**src/rtl/dg_sram_arb.sv**
```systemverilog
`default_nettype none
// ----------------------------------------------------------------------------
// dg_sram_arb : round-robin read arbiter sharing one command SRAM between ports
// Revision    : 1.0
// ----------------------------------------------------------------------------
module dg_sram_arb #(
  parameter int N_PORT = 4,
  parameter int ADDR_W = 10,
  parameter int DATA_W = 32,
  parameter int RD_LAT = 1
) (
  input  logic                             clk,
  input  logic                             rst_n,
  input  logic [N_PORT-1:0]                i_rden,
  input  logic [N_PORT*ADDR_W-1:0]         i_addr,
  output logic [N_PORT-1:0]                o_busy,
  output logic [DATA_W-1:0]                o_rdata,
  output logic [N_PORT-1:0]                o_rvld,
  output logic [N_PORT-1:0]                o_ovf,
  output logic                             o_sram_rden,
  output logic [$clog2(N_PORT)+ADDR_W-1:0] o_sram_addr,
  input  logic [DATA_W-1:0]                i_sram_data
);
  localparam int PORT_W = $clog2(N_PORT);
  localparam int SA_W   = PORT_W + ADDR_W;
  localparam logic [PORT_W-1:0] PORT_ONE = PORT_W'(1);

  logic [N_PORT-1:0]             pend_q, pend_d;
  logic [N_PORT-1:0][ADDR_W-1:0] addr_q, addr_d;
  logic [N_PORT-1:0]             ovf_q, ovf_d;
  logic [PORT_W-1:0]             ptr_q, ptr_d;
  logic                          sram_rden_q, sram_rden_d;
  logic [SA_W-1:0]               sram_addr_q, sram_addr_d;
  logic [RD_LAT-1:0][PORT_W:0]   tag_q, tag_d;
  logic [DATA_W-1:0]             rdata_q, rdata_d;
  logic [N_PORT-1:0]             rvld_q, rvld_d;
  logic                          gnt_vld;
  logic [PORT_W-1:0]             gnt_idx, srch_idx;

  // Round-robin search: the index wraps for free because N_PORT is a power of two.
  always_comb begin
    gnt_vld  = 1'b0;
    gnt_idx  = '0;
    srch_idx = '0;
    for (int i = 0; i < N_PORT; i++) begin
      srch_idx = ptr_q + PORT_W'(i);
      if (!gnt_vld && pend_q[srch_idx]) begin
        gnt_vld = 1'b1;
        gnt_idx = srch_idx;
      end
    end
  end

  always_comb begin
    pend_d      = pend_q;
    addr_d      = addr_q;
    ovf_d       = ovf_q;
    ptr_d       = ptr_q;
    sram_rden_d = gnt_vld;
    sram_addr_d = sram_addr_q;
    tag_d       = tag_q;
    rdata_d     = rdata_q;
    rvld_d      = '0;

    // A request arriving on the edge its port is granted re-arms the port.
    for (int p = 0; p < N_PORT; p++) begin
      if (gnt_vld && (gnt_idx == PORT_W'(p))) begin
        pend_d[p] = 1'b0;
        if (i_rden[p]) begin
          pend_d[p] = 1'b1;
          addr_d[p] = i_addr[p*ADDR_W +: ADDR_W];
        end
      end else if (i_rden[p]) begin
        if (pend_q[p]) begin
          ovf_d[p] = 1'b1;
        end else begin
          pend_d[p] = 1'b1;
          addr_d[p] = i_addr[p*ADDR_W +: ADDR_W];
        end
      end
    end

    if (gnt_vld) begin
      sram_addr_d = {gnt_idx, addr_q[gnt_idx]};
      ptr_d       = gnt_idx + PORT_ONE;
    end

    // Tag enters alongside the SRAM strobe and exits when its data is valid.
    tag_d[0] = {sram_rden_q, sram_addr_q[SA_W-1 -: PORT_W]};
    for (int k = 1; k < RD_LAT; k++) begin
      tag_d[k] = tag_q[k-1];
    end

    if (tag_q[RD_LAT-1][PORT_W]) begin
      rdata_d = i_sram_data;
      rvld_d[tag_q[RD_LAT-1][PORT_W-1:0]] = 1'b1;
    end
  end

  always_ff @(posedge clk or negedge rst_n) begin
    if (!rst_n) begin
      pend_q      <= '0;
      addr_q      <= '0;
      ovf_q       <= '0;
      ptr_q       <= '0;
      sram_rden_q <= 1'b0;
      sram_addr_q <= '0;
      tag_q       <= '0;
      rdata_q     <= '0;
      rvld_q      <= '0;
    end else begin
      pend_q      <= pend_d;
      addr_q      <= addr_d;
      ovf_q       <= ovf_d;
      ptr_q       <= ptr_d;
      sram_rden_q <= sram_rden_d;
      sram_addr_q <= sram_addr_d;
      tag_q       <= tag_d;
      rdata_q     <= rdata_d;
      rvld_q      <= rvld_d;
    end
  end

  assign o_busy      = pend_q;
  assign o_ovf       = ovf_q;
  assign o_sram_rden = sram_rden_q;
  assign o_sram_addr = sram_addr_q;
  assign o_rdata     = rdata_q;
  assign o_rvld      = rvld_q;

endmodule
`default_nettype wire
```
**config.mk**
```make
export PLATFORM = sky130hd
export DESIGN_NAME = dg_sram_arb
export DESIGN_NICKNAME = d
export VERILOG_FILES = /design/src/rtl/dg_sram_arb.sv
export SDC_FILE = /design/constraint.sdc
export NUM_CORES = 1
export LEC_CHECK = 0
export CORE_UTILIZATION = 30
export CTS_BUF_LIST = sky130_fd_sc_hd__clkbuf_8 sky130_fd_sc_hd__clkbuf_16
export DETAILED_ROUTE_END_ITERATION = 10
export GPL_TIMING_DRIVEN = 0
export SYNTH_ARGS = -nofsm -noshare
export SYNTH_HDL_FRONTEND = slang
export SYNTH_SLANG_ARGS = --single-unit
```
**constraint.sdc**
```tcl
create_clock -name clk -period 2.15 [get_ports clk]
set_input_delay 0.645 -clock clk [delete_from_list [all_inputs] [get_ports clk]]
set_output_delay 0.645 -clock clk [all_outputs]
set_load 0.01 [all_outputs]
```
# After elaboration in Yosys (flattened, before gate mapping)
# Index checks and enable logic that the tools add are counted.
dict set report classes {
  add_sub_neg 4
  n_lt_le_gt_ge 7
  eq_ne 7
  mux 49
  bitwise 4
  reduce_logical 24
}
# op count
set op_table {}
lappend op_table {{10-bit 2-to-1 mux} 17}
lappend op_table {{1-bit 2-to-1 mux} 21}
lappend op_table {{10-bit binary-select mux with 2-bit select} 1}
lappend op_table {{2-bit by 3-bit < comparator with 1-bit output, second input constant} 6}
lappend op_table {{3-bit AND reduction} 4}
lappend op_table {{1-bit binary-select mux with 2-bit select} 4}
lappend op_table {{1-bit logical AND} 8}
lappend op_table {{2-bit 2-to-1 mux} 4}
lappend op_table {{2-bit by 1-bit != test with 1-bit output, second input constant} 4}
lappend op_table {{2-bit AND reduction} 4}
lappend op_table {{2-bit nonzero test} 4}
lappend op_table {{2-bit by 1-bit adder with 2-bit output, second input constant} 2}
lappend op_table {{2-bit adder, second input constant} 2}
lappend op_table {{2-bit == test, second input constant} 2}
lappend op_table {{4-bit 2-to-1 mux} 1}
lappend op_table {{1-bit NOT} 4}
lappend op_table {{1-bit logical NOT} 3}
lappend op_table {{1-bit demux with 2-bit select} 1}
lappend op_table {{2-bit by 1-bit == test with 1-bit output, second input constant} 1}
lappend op_table {{2-bit by 1-bit >= comparator with 1-bit output, second input constant} 1}
lappend op_table {{2-bit logical NOT} 1}
dict set report totals {
  ff_bits 102
  in_bits 78
  out_inout_bits 57
  wordCells 113
}

# Logic depth before layout (Yosys ltp)
# Gate-level depths: netlist of run 1.
dict set report logic_depth {
  word_depth 16
  mapped_depth 7
  ltp_nobuf 5
}

# Worst setup path before layout of run 1
# No wires, ideal clock.
dict set report synth_timing {
  path_kind {flip-flop to flip-flop}
  startpoint {register ptr_q[1]}
  endpoint {register addr_q[20] in the netlist's numbering}
  setup_ps 125
  arrival_ps 1561
  required_time_ps 2025
  setup_slack_ps 464
  path_stages_with_launch 6
  synth_period_minus_slack_ps 1686
  cell_sequence {dfrtp_1 buf_6 o21bai_1 a221o_2 nand2_8 mux2_4}
}
dict set report synth_between {
  elab_chain_len 16
  word_cells_on_any_way 30
}
# element line
set synth_rtl {}
lappend synth_rtl {{start, declared} 31} ;# logic [PORT_W-1:0] ptr_q, ptr_d;
lappend synth_rtl {{start signal, assigned} 115} ;# ptr_q <= ptr_d;
lappend synth_rtl {{branches (longest 13 deep; another with 2-bit by 1-bit adder with 2-bit output)} --}
lappend synth_rtl {{1-bit logical AND *} 67} ;# if (gnt_vld && (gnt_idx == PORT_W'(p))) begin
lappend synth_rtl {{2-bit by 1-bit != test with 1-bit output (no line)} --}
lappend synth_rtl {{2-bit AND reduction (no line)} --}
lappend synth_rtl {{end signal, assigned} 113} ;# addr_q <= addr_d;
lappend synth_rtl {{end, declared} 29} ;# logic [N_PORT-1:0][ADDR_W-1:0] addr_q, addr_d;
# Every way passes the cells marked *. The select of a mux whose other input is x is not followed.
# A chain may end at the register's enable or synchronous reset.

# Worst setup path after layout of run 1
dict set report layout_timing {
  startpoint {register pend_q[3], in the netlist o_busy[3]}
  endpoint {output o_busy[3]}
}
# element line
set layout_rtl {}
lappend layout_rtl {{start, declared} 28} ;# logic [N_PORT-1:0] pend_q, pend_d;
lappend layout_rtl {{start signal, assigned} 112} ;# pend_q <= pend_d;
lappend layout_rtl {{end, declared} 16} ;# output logic [N_PORT-1:0] o_busy,
# No word-level cell between the ends.

==> results.sh, run 1 <==
export IMPL_cts_hold_buffers=0
export IMPL_synth_ff_type="dfrtp_1"
export IMPL_die_h_um=121.8
export IMPL_worstPathBufferInverterCount=1
export IMPL_cellLeakagePower_nw=2.610
export IMPL_final_area_um2=6181
export IMPL_synthToLayoutAreaGrowth_pct=43.52
export IMPL_die_w_um=121.8
export IMPL_drt_vias_per_instance=4.649
export IMPL_cts_resized=0
export IMPL_timing_final_ws_setup_ns=0.1864
export IMPL_swShare_pct=33.95
export IMPL_htreeDepth=3
export IMPL_status="complete, no violations"
export IMPL_setup_violations_final=0
export IMPL_hold_viol=0
export IMPL_worstMarginPinSlew_ns=0.5974
export IMPL_wl_um=10170
export IMPL_synth_seq_cells=102
export IMPL_ant_nets=0
export IMPL_peakVddDrop_v=0.0007220
export IMPL_crit_family="buffers and inverters"
export IMPL_clk_pin_slew_ns=0.07
export IMPL_muxShareOfSynthArea_pct=22.11
export IMPL_cts_buffers_inserted=9
export IMPL_crit_fanout=4
export IMPL_place_congestion=0.7660
export IMPL_pre_cts_ws_ns=0.1920
export IMPL_route_detailed_drc=0
export IMPL_cp_data_required_time_ns=1.50
export IMPL_synth_top_family_by_area="multiplexers"
export IMPL_combPwrFrac_pct=42.9
export IMPL_cp_start_kind="flip-flop"
export IMPL_p_int_w=0.005235
export IMPL_io_buffers=134
export IMPL_synthArstFlopShare_pct=100.0
export IMPL_power_density_nw_per_um2=1282
export IMPL_grt_use_total_pct=14.31
export IMPL_drive_gt1_share_pct=22.84
export IMPL_cts_setup_buffers=0
export IMPL_wl_per_cell_um=15.79
export IMPL_max_stage_delay_ns=0.57
export IMPL_antenna_found_initial=0
export IMPL_fp_coreArea_um2=13930
export IMPL_maxSlewViolCount=0
export IMPL_grt_pass1_vias=3085
export IMPL_synth_area_top_cells="dfrtp_1 (59%), mux2_2 (15%), mux2_4 (3.8%)"
export IMPL_synth_top_area_cell="dfrtp_1"
export IMPL_placed_area_um2=5898
export IMPL_die_area_um2=14840
export IMPL_switchingPower_w=0.002691
export IMPL_clock_power_share_pct=19.8
export IMPL_synthXorXnorAreaFrac_pct=0
export IMPL_clock_sink_count=102
export IMPL_ioPinCount=135
export IMPL_rsz0062_at_grt="no"
export IMPL_min_period_ns=1.964
export IMPL_yosys_area_share_adder_pct=0
export IMPL_num_rows=43
export IMPL_cp_cell_sequence="clkdlybuf4s50_1"
export IMPL_num_vias=2994
export IMPL_synth_compound_area_share_pct=9.006
export IMPL_cts_tree="built"
export IMPL_yosysSeqAreaShare_pct=59.27
export IMPL_path_class="flip-flop to output port"
export IMPL_synthMostInstantiatedCell="dfrtp_1"
export IMPL_synth_net_count=391
export IMPL_grt_start_max_net_pins=72
export IMPL_clock_latency_ns=0.35
export IMPL_finalCritPeriodShare_pct=91.33
export IMPL_synth_cell_types=42
export IMPL_hpwl_um=7350
export IMPL_crit_slowest_cell="clkdlybuf4s50_1"
export IMPL_synth_edf_count=0
export IMPL_slew_headroom_pct=60.18
export IMPL_yosysTopAreaCellShare_pct=59.27
export IMPL_synth_simple_area_share_pct=6.740
export IMPL_yosysWarnings=0
export IMPL_clock_skew_final_ns=0.007602
export IMPL_initial_utilization_pct=30.91
export IMPL_fmaxAchievable_mhz=509.3
export IMPL_cp_end_kind="output port"
export IMPL_cp_arrival_ns=1.32
export IMPL_drtIter0Drc=85
export IMPL_ys_top_cells_by_count="dfrtp_1 (102), mux2_2 (58), nand2_1 (18)"
export IMPL_cts_buffer_depth=2
export IMPL_cts_root_buf="clkbuf_16"
export IMPL_grt_overflow=0
export IMPL_cap_violations=0
export IMPL_syn_inst=313
export IMPL_nNetsFinal=537
export IMPL_dr_pass1_iters=4
export IMPL_synth_area_per_cell_um2=13.76
export IMPL_netlist_area_um2=4307
export IMPL_grt_pass1_wl_um=16010
export IMPL_diodes=0
export IMPL_hold_path_class="input port to asynchronous set/reset pin"
export IMPL_p_seq_share_pct=37.3
## metal layers
layer / global-route usage [%] / share of wire (%)
met5: 0 / 0
met1: 19.35 / 47
met4: 5.093 / 1.2
met2: 21.79 / 45
met3: 4.073 / 6.9
## area by class of cell
class	instances	area, um^2
Clock buffer	10	239.0
Sequential cell	102	2552
Multi-Input combinational cell	188	1630
Fill cell	1283	7754
Clock inverter	6	43.79
Tap cell	180	225.2
Inverter	7	26.28
Buffer	16	97.59
Timing Repair Buffer	135	1366
## cell families (layout without fill, tap and decap cells)
logic type      count (synthesis)  in the layout
flops                         102            102
mux                            82             82
compound gates                 54             54
simple gates                   52             52
buf+inv                        23            174
## worst paths after layout
check                             from        endpoint  slack [ns]  cells past startpoint
hold reg to reg            o_sram_rden        tag_q[2]        0.39                      0
setup / recovery             o_busy[3]       o_busy[3]        0.19                      1
hold / removal                   rst_n     o_rdata[30]        0.23                      1
max in group asynchronous        rst_n        tag_q[2]        1.22                      2
min in group clk           o_sram_rden        tag_q[2]        0.39                      0
setup reg to reg             o_busy[0]  o_sram_addr[1]        0.32                      7
## power groups by stage
stage / sequential [W] / combinational (W) / clock [W]
6_report: 0.00296 / 0.00340 / 0.00157
5_1_grt: 0.00305 / 0.00372 / 0.00170
4_1_cts: 0.00296 / 0.00345 / 0.00163
3_5_place_dp: 0.00300 / 0.00344 / 0
3_3_place_gp: 0.00298 / 0.00336 / 0
2_1_floorplan: 0.00300 / 0.00219 / 0
## cell usage in the layout, fill, tap and decap left out, types with 4 or more instances in the layout
cell / n
a211oi_1: 8
a21o_1: 9
a21oi_1: 7
and4_1: 4
buf_2: 6
clkbuf_16: 9
clkdlybuf4s50_1: 133
dfrtp_1: 102
inv_1: 7
mux2_2: 58
mux2_4: 11
mux2i_1: 10
nand2_1: 18
nand4_1: 6
nor2_1: 8
o211ai_1: 6
o21ai_0: 4
o21bai_1: 4
o31ai_1: 6
## stage by stage
stage | utilization [%] | total power [W] | setup TNS, ns | hold WS (ns) | std cells
floorplan | - | 0.005194 | 0 | 0.3494 | 313
global placement | 42.15 | 0.006341 | -350.73 | 0.3655 | 627
detailed placement | 42.33 | 0.006431 | 0 | 0.3844 | 628
CTS | 44.36 | 0.008043 | 0 | 0.2436 | 644
global route | 44.36 | 0.008464 | 0 | 0.2652 | 644
finish | 44.36 | 0.007925 | 0 | 0.2340 | 644
## flip-flops by register name, summed over array words and instances, names as in the netlist
| register | cells |
|---|---|
| o_busy | 4 |
| ptr_q | 2 |
| addr_q | 40 |
| tag_q | 3 |
| o_rvld | 4 |
| o_sram_addr | 12 |
| o_rdata | 32 |
| o_sram_rden | 1 |
| o_ovf | 4 |
No activity file was read; power rests on OpenSTA's default activity.
==> run 2, diff against run 1 <==
--- a/config.mk
+++ b/config.mk
@@ -9,6 +9,7 @@
 export CTS_BUF_LIST = sky130_fd_sc_hd__clkbuf_8 sky130_fd_sc_hd__clkbuf_16
 export DETAILED_ROUTE_END_ITERATION = 10
 export GPL_TIMING_DRIVEN = 0
+export SKIP_LAST_GASP = 1
 export SYNTH_ARGS = -nofsm -noshare
 export SYNTH_HDL_FRONTEND = slang
 export SYNTH_SLANG_ARGS = --single-unit
==> constraint.sdc (replaced) <==
create_clock -name clk -period 2.35 [get_ports clk]
set_input_delay 0.705 -clock clk [delete_from_list [all_inputs] [get_ports clk]]
set_output_delay 0.705 -clock clk [all_outputs]
set_load 0.01 [all_outputs]
==> results of run 2 <==
The final DEF is identical to that of run 1. Status: complete, no violations.
Among the figures that moved: setup slack after placement 0.1920 ns -> 0.3320 ns; setup slack after layout 0.1864 ns -> 0.3264 ns; hold slack 0.2340 ns -> 0.2940 ns; register-to-register setup slack 0.32 ns -> 0.52 ns; total power 0.007925 W -> 0.007251 W; worst IR drop on VDD 0.0007220 V -> 0.0006605 V
==> run 3, diff against run 2 <==
--- a/config.mk
+++ b/config.mk
@@ -10,6 +10,7 @@
 export DETAILED_ROUTE_END_ITERATION = 10
 export GPL_TIMING_DRIVEN = 0
 export SKIP_LAST_GASP = 1
+export SLEW_MARGIN = 30
 export SYNTH_ARGS = -nofsm -noshare
 export SYNTH_HDL_FRONTEND = slang
 export SYNTH_SLANG_ARGS = --single-unit
==> results.sh, run 3 (synthesized netlist as in run 1, its figures left out) <==
export IMPL_fill_cells=1282
export IMPL_cts_setup_buffers=0
export IMPL_num_vias=3014
export IMPL_maxSlewViolCount=0
export IMPL_fin_total_pwr_w=0.007353
export IMPL_rsz0062_at_grt="no"
export IMPL_cellLeakagePower_nw=2.623
export IMPL_worstMarginPinSlew_ns=0.6013
export IMPL_num_rows=43
export IMPL_drt_vias_per_instance=4.680
export IMPL_cts_buffers_inserted=9
export IMPL_worstPathBufferInverterCount=1
export IMPL_wl_um=10230
export IMPL_crit_fanout=4
export IMPL_clock_latency_ns=0.35
export IMPL_wl_per_cell_um=15.88
export IMPL_diodes=0
export IMPL_die_h_um=121.8
export IMPL_antenna_found_initial=0
export IMPL_ant_nets=0
export IMPL_cts_root_buf="clkbuf_16"
export IMPL_synthToLayoutAreaGrowth_pct=44.22
export IMPL_die_w_um=121.8
export IMPL_seqCellArea_um2=2552
export IMPL_finalCritPeriodShare_pct=86.47
export IMPL_drive_gt1_share_pct=22.63
export IMPL_grt_use_total_pct=14.33
export IMPL_cp_arrival_ns=1.33
export IMPL_multiInputGateArea_um2=1630
export IMPL_slew_headroom_pct=59.92
export IMPL_clock_skew_final_ns=0.007887
export IMPL_cp_start_kind="flip-flop"
export IMPL_hpwl_um=7369
export IMPL_peakVddDrop_v=0.0006540
export IMPL_final_common_cell="clkdlybuf4s50_1"
export IMPL_cts_tree="built"
export IMPL_cts_buffer_depth=2
export IMPL_crit_family="buffers and inverters"
export IMPL_grt_overflow=0
export IMPL_hold_viol=0
export IMPL_largest_register="addr_q"
export IMPL_initial_utilization_pct=30.91
export IMPL_grt_start_max_net_pins=71
export IMPL_clk_pin_slew_ns=0.06
export IMPL_final_cell_mix="clkdlybuf4s50_1 (133), dfrtp_1 (102), mux2_2 (58)"
export IMPL_fmaxAchievable_mhz=492.1
export IMPL_min_period_ns=2.032
export IMPL_route_detailed_drc=0
export IMPL_final_area_um2=6211
export IMPL_cts_hold_buffers=0
export IMPL_max_stage_delay_ns=0.58
export IMPL_cap_violations=0
export IMPL_grt_pass1_wl_um=15920
export IMPL_ioPinCount=135
export IMPL_fp_coreArea_um2=13930
export IMPL_grt_pass1_vias=3112
export IMPL_cts_resized=0
export IMPL_power_density_nw_per_um2=1184
export IMPL_cp_data_required_time_ns=1.64
export IMPL_drtIter0Drc=78
export IMPL_path_class="flip-flop to output port"
export IMPL_hold_path_class="input port to asynchronous set/reset pin"
export IMPL_nNetsFinal=537
export IMPL_place_congestion=0.7660
export IMPL_status="complete, no violations"
export IMPL_setup_violations_final=0
export IMPL_dr_pass1_iters=4
export IMPL_cp_end_kind="output port"
export IMPL_io_buffers=134
export IMPL_placed_area_um2=5902
export IMPL_clock_sink_count=102
export IMPL_cp_cell_sequence="clkdlybuf4s50_1"
export IMPL_crit_slowest_cell="clkdlybuf4s50_1"
export IMPL_htreeDepth=3
export IMPL_largest_reg_flops=40
export IMPL_die_area_um2=14840
[run 3: cell types whose count changed in the layout (fill, tap and decap cells not counted), sizes merged]
cell,change
clkinv,-1
bufinv,+1
clkbuf,+1
inv,-1
[run 3: worst paths after layout]
kind,startpoint,end,slack [ns],depth (start not counted)
max in group asynchronous,rst_n,addr_q[36],1.48,2
min in group clk,o_sram_rden,tag_q[2],0.39,0
setup reg to reg,ptr_q[1],addr_q[29],0.55,5
hold / removal,rst_n,o_rdata[30],0.24,1
setup / recovery,o_busy[3],o_busy[3],0.32,1
hold reg to reg,o_sram_rden,tag_q[2],0.39,0
[run 3: power by group]
part           internal, W  leakage [nW]  total [W]  switching (W)
logic              0.00166          1.29    0.00312        0.00146
registers          0.00237          1.18    0.00271       0.000334
clock network     0.000884         0.157    0.00153       0.000646
total              0.00492          2.62    0.00735        0.00244
[run 3: layer usage]
| layer | vias to the layer above | global-route usage [%] | part of all wire (%) |
|---|---|---|---|
| li1 | 1424 | - | - |
| met1 | 1460 | 18.45 | 45 |
| met2 | 119 | 22.42 | 46 |
| met3 | 11 | 4.728 | 7.7 |
| met4 | 0 | 5.015 | 1.3 |
| met5 | - | 0 | 0 |
[run 3: through the flow]
stage	hold WS (ns)	utilization (%)	TNS [ns]	setup WS, ns	instances
floorplan	0.4094	-	0	0.6641	313
global placement	0.3655	42.15	-336.45	-3.304	627
detailed placement	0.3791	42.35	0	0.3278	628
CTS	0.2391	44.57	0	0.2838	644
global route	0.2583	44.57	0	0.2722	644
finish	0.2403	44.57	0	0.3180	644
[run 3: final cells by class]
class,instances,area share (%)
clock inverter,5,0.9065
clock buffer,11,4.069
inverter,7,0.4230
timing repair buffer,135,22.06
tap,180,3.626
buffer,16,1.571
sequential,102,41.10
multi-input combinational,188,26.25
